[src/rtl/bit_stream_serializer.sv]
// Parallel-to-serial feeder for the pattern detectors: words arrive over valid/ready
// and leave one bit per TICK_DIV clocks, with gapless back-to-back streaming.
module bit_stream_serializer #(
   parameter int WORD_W    = 8,
   parameter int TICK_DIV  = 4,
   parameter int MSB_FIRST = 1
) (
   input  logic              clk,
   input  logic              reset,
   input  logic              load_valid,
   output logic              load_ready,
   input  logic [WORD_W-1:0] load_data,
   output logic              bit_out,
   output logic              bit_en,
   output logic              busy,
   output logic              word_done
);

   // Handshake: a word transfers on any posedge where load_valid && load_ready;
   // load_ready never depends on load_valid, and load_data is sampled only then.

   localparam int DIV_W = (TICK_DIV > 1) ? $clog2(TICK_DIV) : 1;
   localparam int CNT_W = $clog2(WORD_W + 1);
   localparam logic [DIV_W-1:0] DIV_LAST = DIV_W'(TICK_DIV - 1);
   localparam logic [CNT_W-1:0] CNT_FULL = CNT_W'(WORD_W);
   localparam logic [CNT_W-1:0] CNT_ONE  = CNT_W'(1);

   typedef enum logic {IDLE, SHIFT} state_t;

   state_t            state;
   logic [WORD_W-1:0] sr;
   logic [DIV_W-1:0]  div;
   logic [CNT_W-1:0]  cnt;
   logic [WORD_W-1:0] sr_shifted;
   logic              last_bit;
   logic              take;

   assign bit_en     = (state == SHIFT) && (div == DIV_LAST);
   assign last_bit   = bit_en && (cnt == CNT_ONE);
   assign word_done  = last_bit;
   assign busy       = (state == SHIFT);
   assign load_ready = !reset && ((state == IDLE) || last_bit);
   assign take       = load_valid && load_ready;

   // The head of the shift register is the output bit; zeros fill in behind it.
   generate
      if (MSB_FIRST != 0) begin : g_msb
         assign bit_out    = sr[WORD_W-1];
         assign sr_shifted = {sr[WORD_W-2:0], 1'b0};
      end else begin : g_lsb
         assign bit_out    = sr[0];
         assign sr_shifted = {1'b0, sr[WORD_W-1:1]};
      end
   endgenerate

   always_ff @(posedge clk) begin
      if (reset) begin
         state <= IDLE;
         sr    <= '0;
         div   <= '0;
         cnt   <= '0;
      end else begin
         case (state)
            IDLE: begin
               if (take) begin
                  sr    <= load_data;
                  cnt   <= CNT_FULL;
                  div   <= '0;
                  state <= SHIFT;
               end
            end
            SHIFT: begin
               if (take) begin
                  // take only happens in the last-bit cycle: reload and keep streaming
                  sr  <= load_data;
                  cnt <= CNT_FULL;
                  div <= '0;
               end else if (bit_en) begin
                  sr  <= sr_shifted;
                  cnt <= cnt - CNT_ONE;
                  div <= '0;
                  if (last_bit) state <= IDLE;
               end else begin
                  div <= div + DIV_W'(1);
               end
            end
            default: state <= IDLE;
         endcase
      end
   end

endmodule

[config.mk]
export PLATFORM = sky130hd
export DESIGN_NAME = bit_stream_serializer
export DESIGN_NICKNAME = d
export VERILOG_FILES = /design/src/rtl/bit_stream_serializer.sv
export SDC_FILE = /design/constraint.sdc
export NUM_CORES = 1
export LEC_CHECK = 0
export CORE_ASPECT_RATIO = 0.9
export CORE_UTILIZATION = 54
export DETAILED_ROUTE_END_ITERATION = 7
export PLACE_DENSITY = 0.79
export SLEW_MARGIN = 5
export SYNTH_ARGS = -nofsm -noshare
export SYNTH_HDL_FRONTEND = slang
export SYNTH_SLANG_ARGS = --single-unit
[constraint.sdc]
create_clock -name clk -period 3.7 [get_ports clk]
set_input_delay 0.37 -clock clk [delete_from_list [all_inputs] [get_ports clk]]
set_output_delay 0.37 -clock clk [all_outputs]
set_load 0.02 [all_outputs]
-- Yosys cells after proc, flatten, opt, wreduce, memory -nomap -nowiden
Index checks and enable logic that the tools add are counted.
- word-level logic and storage cells: 35
- flip-flop bits (word level): 15
- memories: 0
- RAM bits: 0
- ROM bits: 0
- output and inout bits: 5
- bits in latches: 0
- reduce and logical (&&, ||, !) cells: 7
- $add $sub $neg: 2
- multipliers: 0
- divide/modulo/power cells: 0
- bitwise operators: 1
- multiplexer cells: 17
- equality and inequality tests: 4
- magnitude comparators: 0
- shifts and indexed selects: 0
- operators with widths (operator ; count):
    8-bit 2-to-1 mux ; 3
    8-bit one-hot mux with 2 select lines ; 1
    4-bit 2-to-1 mux ; 3
    4-bit one-hot mux with 2 select lines ; 1
    2-bit 2-to-1 mux ; 3
    4-bit by 1-bit == test with 1-bit output (second input constant) ; 1
    1-bit logical AND ; 4
    1-bit 2-to-1 mux ; 4
    2-bit one-hot mux with 2 select lines ; 1
    4-bit by 1-bit subtractor with 4-bit output (second input constant) ; 1
    3-bit by 2-bit != test with 1-bit output (second input constant) ; 1
    2-bit by 1-bit adder with 2-bit output (second input constant) ; 1
    2-bit == test (second input constant) ; 1
    2-bit != test (second input constant) ; 1
    1-bit one-hot mux with 2 select lines ; 1
    2-bit AND reduction ; 1
    1-bit logical NOT ; 1
    1-bit logical OR ; 1
    1-bit inverter ; 1

-- Longest topological paths before layout
Gate-level depths: netlist (run 1).
- word-level depth: 8
- depth in mapped cells: 6
- depth with buffers taken out: 5

-- Worst setup path before layout (run 1)
Ideal clock, no wire load.
- path type: register to output
- start: reg div[0]
- end: out word_done
- slack: 2.068 ns
- stages on the path, launching flop included: 6
- buffers on the path: 1
- arrival time: 1.262 ns
- data required time: 3.330 ns
- path through: dfxtp_1 ha_1 buf_6 nand2_1 inv_1 and2_1
- longest elaborated chain between the ends: 3
- ends and longest elaborated chain (element ; line ; RTL):
    from (decl) ; 32 ; logic [DIV_W-1:0] div;
    from (signal assigned) ; 84 ; div <= div + DIV_W'(1);
    2-bit == test ; 38 ; assign bit_en = (state == SHIFT) && (div == DIV_LAST);
    1-bit logical AND ; 38 ;
    via bit_en ; 14 ; output logic bit_en,
    1-bit logical AND ; 39 ; assign last_bit = bit_en && (cnt == CNT_ONE);
    to (decl) ; 16 ; output logic word_done
The timed path passes the listed nets, and every way through them passes these cells.

-- Worst setup path in the final report (run 1)
- start: reg div[0]
- end: out word_done
- longest elaborated chain between the ends: 3
- ends and longest elaborated chain (element ; line):
    2-bit == test ; 38
    1-bit logical AND ; 38
    1-bit logical AND ; 39
No other way between the ends.

==> flow_summary.toml, run 1 <==
[pwr]
ir_drop_mv = 0.309
comb_power_share = 0.166
p_total_w = 0.000338
powerDensity_nw_per_um2 = 327
clkPwrFrac = 0.303
internal-power_w = 0.000241
power.leakage_nw = 0.377
pwr-share-seq = 0.531
power.switching_w = 0.0000971
sw_frac_of_total = 0.287

[sta]
tns_ps = 0
slew_headroom = 0.617
finClkSkew_ps = 9.83
setup_violations = 0
rsz0062_at_grt = "no"
min_period_ps = 2620
fin_crit_sh = 0.709
fin_ws_ps = 1080
fmax_mhz = 381
drv_slew = 0
hold_viol = 0
tightest_slew_ps = 560

[worst_setup_path]
end_kind = "output port"
cp_data_required_time_ps = 3330
cp_data_arrival_time_ps = 2250
cp-start-kind = "flop"
crit_type = "flop to output port"
crit_fanout = 13

[logic_synthesis]
ys.warnings.count = 0
avgSynthCellArea_um2 = 9.44
synth.top_cell.area_share = 0.339
synth-edff-count = 0
ys_types = 31
synth_area_leader_cell = "dfxtp_1"
ys_ff_latch = 15
ys_top_cells_by_area = "dfxtp_1, a2111oi_0, a311oi_1"
syn_inst = 94
ys_dominant_reg_cell = "dfxtp_1"
async_flop_share = 0
synth_seq_area_share = 0.339
synth_fp_nets = 108
synthesis.area_um2 = 887

[placement]
portBuffers = 15
place_congestion = 0.793
pre_cts_slack_ps = 1460
dp_hpwl_mm = 1.36
dpl.cell_count = 125

[routing]
num_vias = 840
drt-initial-drc-count = 42
via_per_inst = 6.51
dr.pass1.iters = 4
drc_errors = 0
wl_mm = 1.98
antenna_left = 0
routedWlPerCell_um = 15.3

[global_routing]
grt-ovfl-total = 0
use_met2 = 0.434
grt_pass1_wl_mm = 3.42
grt_busiest_layer = "met2"
antenna_found_initial = 0
grt_use_total = 0.274
gr-usage-met1 = 0.357
met3_usage = 0.0991
grt_max_degree = 14
grt_pass1_vias = 737

[floorplan]
start_util = 0.593
core-area_um2 = 1500
rows = 13
dieArea_um2 = 1810
fp.dieW_um = 44.7
die_h_um = 40.5
io_pins = 16

[cells_and_area]
syn2layout_area_growth_pct = 16.6
instances_no_fill = 129
drive_gt1_frac = 0.0748
diodes = 0
fin_util = 0.691
nets = 122
fill_cells = 136
layout.area.seq_um2 = 300
multi_input_area_um2 = 470

[worst_hold_path]
hp-class = "flop to flop"

[clock_tree]
cts_tree = "done"
cts_buffers = 3
cts-root-buf = "clkbuf_4"
h-tree-depth = 1
cts_sinks = 15
cts_resized = 0
cts_hold_buf = 0
post_cts_buffers = 0
clk_pin_slew_worst_paths_ps = 110
clockBufferDepth = 2
clock_latency_ps = 300

[run_status]
status = "complete, no violations"

[flow_run]
cap_viol_max_count = 0
metrics by stage:
stage               area [um^2]  hold slack [ps]
floorplan                   887              428
global placement           1000              460
detailed placement         1000              472
CTS                        1030              488
global route               1030              501
finish                     1030              482
cells in the mapped netlist (all sizes together) (2+ instances only):
master   number
nor3b         3
a31oi         3
buf           5
a2111oi       8
a311oi        7
and2          2
nor2          5
o221ai        7
or3           3
dfxtp        15
o21a          2
inv          15
o21ai         3
nand2         2
ha            3
final cells by class:
type | instances | share of cell area
clock inverter | 1 | 0.00726
multi-input combinational | 58 | 0.455
sequential | 15 | 0.290
inverter | 15 | 0.0544
timing repair buffer | 15 | 0.145
clock buffer | 3 | 0.0218
tap | 22 | 0.0266
critical path, cell delays in order, from the launching register on:
cell	delay [ps]
dfxtp_1	380
ha_1	450
nand2_1	150
inv_1	220
and2_1	160
clkdlybuf4s50_1	590
power groups by stage:
stage               Clock, W  Combinational [W]  Sequential (W)
finish              0.000102          0.0000561        0.000180
floorplan                  0          0.0000369        0.000182
global route        0.000110          0.0000620        0.000180
CTS                 0.000106          0.0000552        0.000179
global placement           0          0.0000544        0.000183
detailed placement         0          0.0000549        0.000183
registers in the layout, indices dropped and copies added, names as in the netlist:
name  cells
sr        8
div       2
cnt       4
busy      1
path summary, 6_finish.rpt:
kind / end / cells past startpoint / slack, ps / start
min: sr[0] / 2 / 480 / sr[0]
max reg2reg: sr[2] / 4 / 1850 / div[0]
min reg2reg: sr[0] / 2 / 480 / sr[0]
max: word_done / 5 / 1080 / div[0]
cell usage in the layout (no fill, tap or decap), types with 5 or more instances in the layout:
| master | instances |
|---|---|
| inv_1 | 15 |
| o221ai_1 | 7 |
| a311oi_1 | 7 |
| nor2_1 | 5 |
| a2111oi_0 | 7 |
| clkdlybuf4s50_1 | 15 |
| dfxtp_1 | 15 |
routing by layer:
metal  wire [um]  vias to the layer above  part of all wire
met5           0                        -                 0
met4          10                        0            0.0051
met3         200                        2              0.10
met2         886                       53              0.45
met1         878                      400              0.44
li1            -                      385                 -
cell families after synthesis:
group                    after synthesis  synth area share
AO/OA/AOI/OAI                         33             0.316
XOR/XNOR                               1           0.00987
adder cells (fa/ha/maj)                3            0.0423
buffers and inverters                 21             0.131
flip-flops                            15             0.339
multiplexers                           2            0.0240
AND/OR/NAND/NOR                       19             0.138
Power figures use the tool's default switching activity.
==> run 2, diff against run 1 <==
--- a/config.mk
+++ b/config.mk
@@ -6,9 +6,9 @@
 export NUM_CORES = 1
 export LEC_CHECK = 0
 export CORE_ASPECT_RATIO = 0.9
-export CORE_UTILIZATION = 54
+export CORE_UTILIZATION = 50
 export DETAILED_ROUTE_END_ITERATION = 7
-export PLACE_DENSITY = 0.79
+export PLACE_DENSITY = 0.74
 export SLEW_MARGIN = 5
 export SYNTH_ARGS = -nofsm -noshare
 export SYNTH_HDL_FRONTEND = slang
==> constraint.sdc (replaced) <==
create_clock -name clk -period 2.6 [get_ports clk]
set_input_delay 0.26 -clock clk [delete_from_list [all_inputs] [get_ports clk]]
set_output_delay 0.26 -clock clk [all_outputs]
set_load 0.02 [all_outputs]
==> run 2 against run 1 <==
  * Critical path depth stayed put
  * Flip-flop and latch count stayed put
  * Setup slack worse by 680 ps
  * Cell count is 3.1% higher
  * Utilization is 6.1 points lower
  * Critical path type unchanged
  * Critical endpoint is now load_ready
  * Largest cell class unchanged
  * Highest routed layer unchanged
==> flow_summary.toml, run 2 (synthesized netlist as in run 1, its figures left out) <==
[worst_setup_path]
cp_data_arrival_time_ps = 1950
crit_fanout = 4
cp-start-kind = "flop"
end_kind = "output port"
crit_type = "flop to output port"
reg2regPathDepth = 5
crit_end = "load_ready"
rrSetupSlack_ps = 970
cp_data_required_time_ps = 2340
cp-startpoint = "div[0]"
timing.rr.start = "div[0]"
r2r_end = "sr[5]"

[sta]
min_period_ps = 2210
slew_headroom = 0.674
drv_slew = 0
setup_violations = 0
fin_crit_sh = 0.848
tns_ps = 0
finClkSkew_ps = 0.888
hold_viol = 0
fmax_mhz = 453
holdWs_ps = 486
fin_ws_ps = 394
rsz0062_at_grt = "no"
tightest_slew_ps = 477

[clock_tree]
cts_resized = 0
cts_buffers = 3
h-tree-depth = 1
clock_latency_ps = 280
cts_tree = "done"
clockBufferDepth = 2
cts_sinks = 15
cts-root-buf = "clkbuf_4"
post_cts_buffers = 0
clk_pin_slew_worst_paths_ps = 90
cts_hold_buf = 0

[routing]
drt-initial-drc-count = 18
via_per_inst = 5.90
wl_mm = 1.87
num_vias = 785
routedWlPerCell_um = 14.1
drc_errors = 0
dr.pass1.iters = 4
antenna_left = 0

[global_routing]
antenna_found_initial = 0
grt_use_total = 0.222
grt_pass1_wl_mm = 3.15
grt-ovfl-total = 0
grt_pass1_vias = 694
grt_max_degree = 13

[floorplan]
start_util = 0.533
dieArea_um2 = 1950
rows = 14
io_pins = 16
fp.dieW_um = 46.4
core-area_um2 = 1660
die_h_um = 42.0

[placement]
place_congestion = 0.772
dp_hpwl_mm = 1.37
pre_cts_slack_ps = 602
portBuffers = 15

[run_status]
status = "complete, no violations"

[cells_and_area]
nets = 124
largest_register_ffs = 8
largestRegisters = "sr x8, cnt x4, div x2"
diodes = 0
syn2layout_area_growth_pct = 18.2
drive_gt1_frac = 0.0826
layout_common_cells = "inv_1, dfxtp_1, clkdlybuf4s50_1"
top_register = "sr"

[pwr]
power.leakage_nw = 0.389
ir_drop_mv = 0.430
p_total_w = 0.000468
powerDensity_nw_per_um2 = 446

[flow_run]
cap_viol_max_count = 0

[worst_hold_path]
whs_path_depth = 2
hp-class = "flop to flop"
run 2: changes by cell type in the layout (fill, tap and decap cells not counted), sizes merged:
cell,delta
clkbuf,+1
buf,+2
clkinvlp,-1
run 2: critical path: stages, from the launching register on:
cell and delay [ps]:
dfxtp_1 370, ha_1 240, and4bb_1 270, nor2_1 70
nor2_1 100, clkdlybuf4s50_1 610
run 2: metal layers:
layer | vias to the layer above | global-route usage | share of wire
met4 | 0 | 0.0529 | 0.012
met2 | 23 | 0.300 | 0.41
met1 | 365 | 0.341 | 0.52
met3 | 4 | 0.0652 | 0.051
met5 | - | 0 | 0
li1 | 393 | - | -
run 2: layout make-up:
cell class,count,area [um^2]
inverter,15,56.3
timing repair buffer,17,165
clock buffer,4,26.3
sequential,15,300
tap,24,30.0
multi-input combinational,58,470
fill,144,616
run 2: where the power goes:
group / internal (W) / switching, W
Clock: 0.0000596 / 0.0000734
Combinational: 0.0000399 / 0.0000392
Sequential: 0.000244 / 0.0000114
run 2: per-stage QoR:
stage           util  area [um^2]  instances
2_1_floorplan      -          887         94
3_3_place_gp   0.614         1020        129
3_5_place_dp   0.614         1020        129
4_1_cts        0.630         1050        133
5_1_grt        0.630         1050        133
6_report       0.630         1050        133
run 2: worst min path at each step:
stage	startpoint	to	slack [ps]
floorplan	load_data[5]	sr[5]	410
global placement	sr[0]	sr[0]	460
detailed placement	sr[0]	sr[0]	460
CTS	sr[0]	sr[0]	480
global route	sr[0]	sr[0]	510
finish	sr[0]	sr[0]	490
==> run 3, diff against run 2 <==
--- a/config.mk
+++ b/config.mk
@@ -6,9 +6,9 @@
 export NUM_CORES = 1
 export LEC_CHECK = 0
 export CORE_ASPECT_RATIO = 0.9
-export CORE_UTILIZATION = 50
+export CORE_UTILIZATION = 45
 export DETAILED_ROUTE_END_ITERATION = 7
-export PLACE_DENSITY = 0.74
+export PLACE_DENSITY = 0.7
 export SLEW_MARGIN = 5
 export SYNTH_ARGS = -nofsm -noshare
 export SYNTH_HDL_FRONTEND = slang
==> constraint.sdc (replaced) <==
create_clock -name clk -period 1.9 [get_ports clk]
set_input_delay 0.19 -clock clk [delete_from_list [all_inputs] [get_ports clk]]
set_output_delay 0.19 -clock clk [all_outputs]
set_load 0.02 [all_outputs]
==> run 3 against run 2 <==
  * Clock skew increased by 7.3 ps
  * Flip-flop and latch count unchanged
  * Largest cell class unchanged
  * Sequential power increased by 36%
  * Critical path type unchanged
  * Critical endpoint unchanged
==> flow_summary.toml, run 3 (synthesized netlist as in run 1, its figures left out) <==
[cells_and_area]
drive_gt1_frac = 0.162
fin_util = 0.634
layout_common_cells = "inv_1, dfxtp_1, clkdlybuf4s50_1"
nets = 132
layout.area.seq_um2 = 300
instances_no_fill = 141
diodes = 0
multi_input_area_um2 = 475
largestRegisters = "sr x8, cnt x4, div x2"
top_register = "sr"
fill_cells = 162
syn2layout_area_growth_pct = 25.2
largest_register_ffs = 8

[clock_tree]
cts-root-buf = "clkbuf_4"
clock_latency_ps = 290
cts_resized = 4
cts_hold_buf = 0
cts_sinks = 15
post_cts_buffers = 0
clockBufferDepth = 2
cts_buffers = 3
clk_pin_slew_worst_paths_ps = 90
cts_tree = "done"
h-tree-depth = 1

[sta]
fin_ws_ps = 132
fmax_mhz = 565
holdWs_ps = 464
fin_crit_sh = 0.931
setup_violations = 0
rsz0062_at_grt = "no"
hold_viol = 0
finClkSkew_ps = 8.15
min_period_ps = 1770
drv_slew = 0
tightest_slew_ps = 495
tns_ps = 0
slew_headroom = 0.661

[worst_setup_path]
cp-start-kind = "flop"
rrSetupSlack_ps = 270
crit_type = "flop to output port"
worstSetupPathDepth = 6
reg2regPathDepth = 6
cpPeakStageDelay_ps = 360
cp_data_arrival_time_ps = 1580
end_kind = "output port"
r2r_end = "sr[2]"
crit_end = "load_ready"
cp_top_family = "simple AND/OR/NAND/NOR gates"
cp_data_required_time_ps = 1710
cp_cell_sequence = "inv_1 -> ha_1 -> and4bb_1 -> nor2_2 -> nor2_1 -> clkdlybuf4s15_1"
timing.rr.start = "cnt[1]"
crit_fanout = 3
critPathBufInv = 2
cp-startpoint = "cnt[1]"
crit_slowest_cell = "dfxtp_1"

[floorplan]
rows = 14
start_util = 0.506
die_h_um = 44.1
io_pins = 16
fp.dieW_um = 48.8
dieArea_um2 = 2150
core-area_um2 = 1750

[routing]
wl_mm = 2.02
drt-initial-drc-count = 14
antenna_left = 0
drc_errors = 0
routedWlPerCell_um = 14.3
dr.pass1.iters = 4
num_vias = 840
via_per_inst = 5.96

[global_routing]
grt_pass1_vias = 738
grt_max_degree = 12
antenna_found_initial = 0
grt-ovfl-total = 0
grt_use_total = 0.203
grt_pass1_wl_mm = 3.35

[flow_run]
cap_viol_max_count = 0

[placement]
dp_hpwl_mm = 1.54
place_congestion = 0.842
portBuffers = 15
pre_cts_slack_ps = 129
dpl.cell_count = 137

[pwr]
power.leakage_nw = 0.438
ir_drop_mv = 0.380
powerDensity_nw_per_um2 = 584

[run_status]
status = "complete, no violations"

[worst_hold_path]
hp-class = "flop to flop"
run 3: cell count changes in the layout (fill, tap and decap cells not counted):
cell,delta
clkdlybuf4s50_1,-3
nor2_1,-1
clkdlybuf4s15_1,+1
ha_2,+1
dlygate4sd2_1,+2
buf_4,+8
nor2_2,+1
ha_1,-1
run 3: worst reg2reg max path, cell delays in order, from the launching register on:
cell       delay (ps)
dfxtp_1           360
inv_1              80
ha_1              180
nor3b_2           160
buf_4             160
a2111oi_0         480
a311oi_1           90
run 3: area by class of cell:
type | count | area share
Multi-Input combinational cell | 58 | 0.428
Sequential cell | 15 | 0.270
Clock buffer | 4 | 0.0236
Timing Repair Buffer | 25 | 0.200
Inverter | 15 | 0.0507
Tap cell | 24 | 0.0270
run 3: worst min-delay path by stage:
| stage | endpoint | startpoint | slack (ps) | cells past startpoint |
|---|---|---|---|---|
| 2_1_floorplan | sr[5] | load_data[5] | 340 | 2 |
| 3_3_place_gp | sr[0] | sr[0] | 440 | 2 |
| 3_5_place_dp | sr[0] | sr[0] | 460 | 2 |
| 4_1_cts | sr[0] | sr[0] | 470 | 2 |
| 5_1_grt | sr[0] | sr[0] | 510 | 2 |
| 6_report | sr[0] | sr[0] | 460 | 2 |
run 3: where the power goes:
part           switching, W  internal (W)
Combinational     0.0000574     0.0000608
Sequential        0.0000152      0.000334
Clock             0.0000998     0.0000816
Total              0.000172      0.000477
run 3: per-layer routing:
layer	wire, um	GRT usage	vias up	part of all wire
li1	-	-	409	-
met1	956	0.258	398	0.47
met2	926	0.347	28	0.46
met3	120	0.0515	5	0.059
met4	18	0.0529	0	0.0089
met5	0	0	-	0
run 3: through the flow:
step	power, W	cell area (um^2)
final	0.000649	1110
after global routing	0.000681	1110
after CTS	0.000653	1110
after detailed placement	0.000473	1080
after global placement	0.000471	1080
after floorplan	0.000426	887
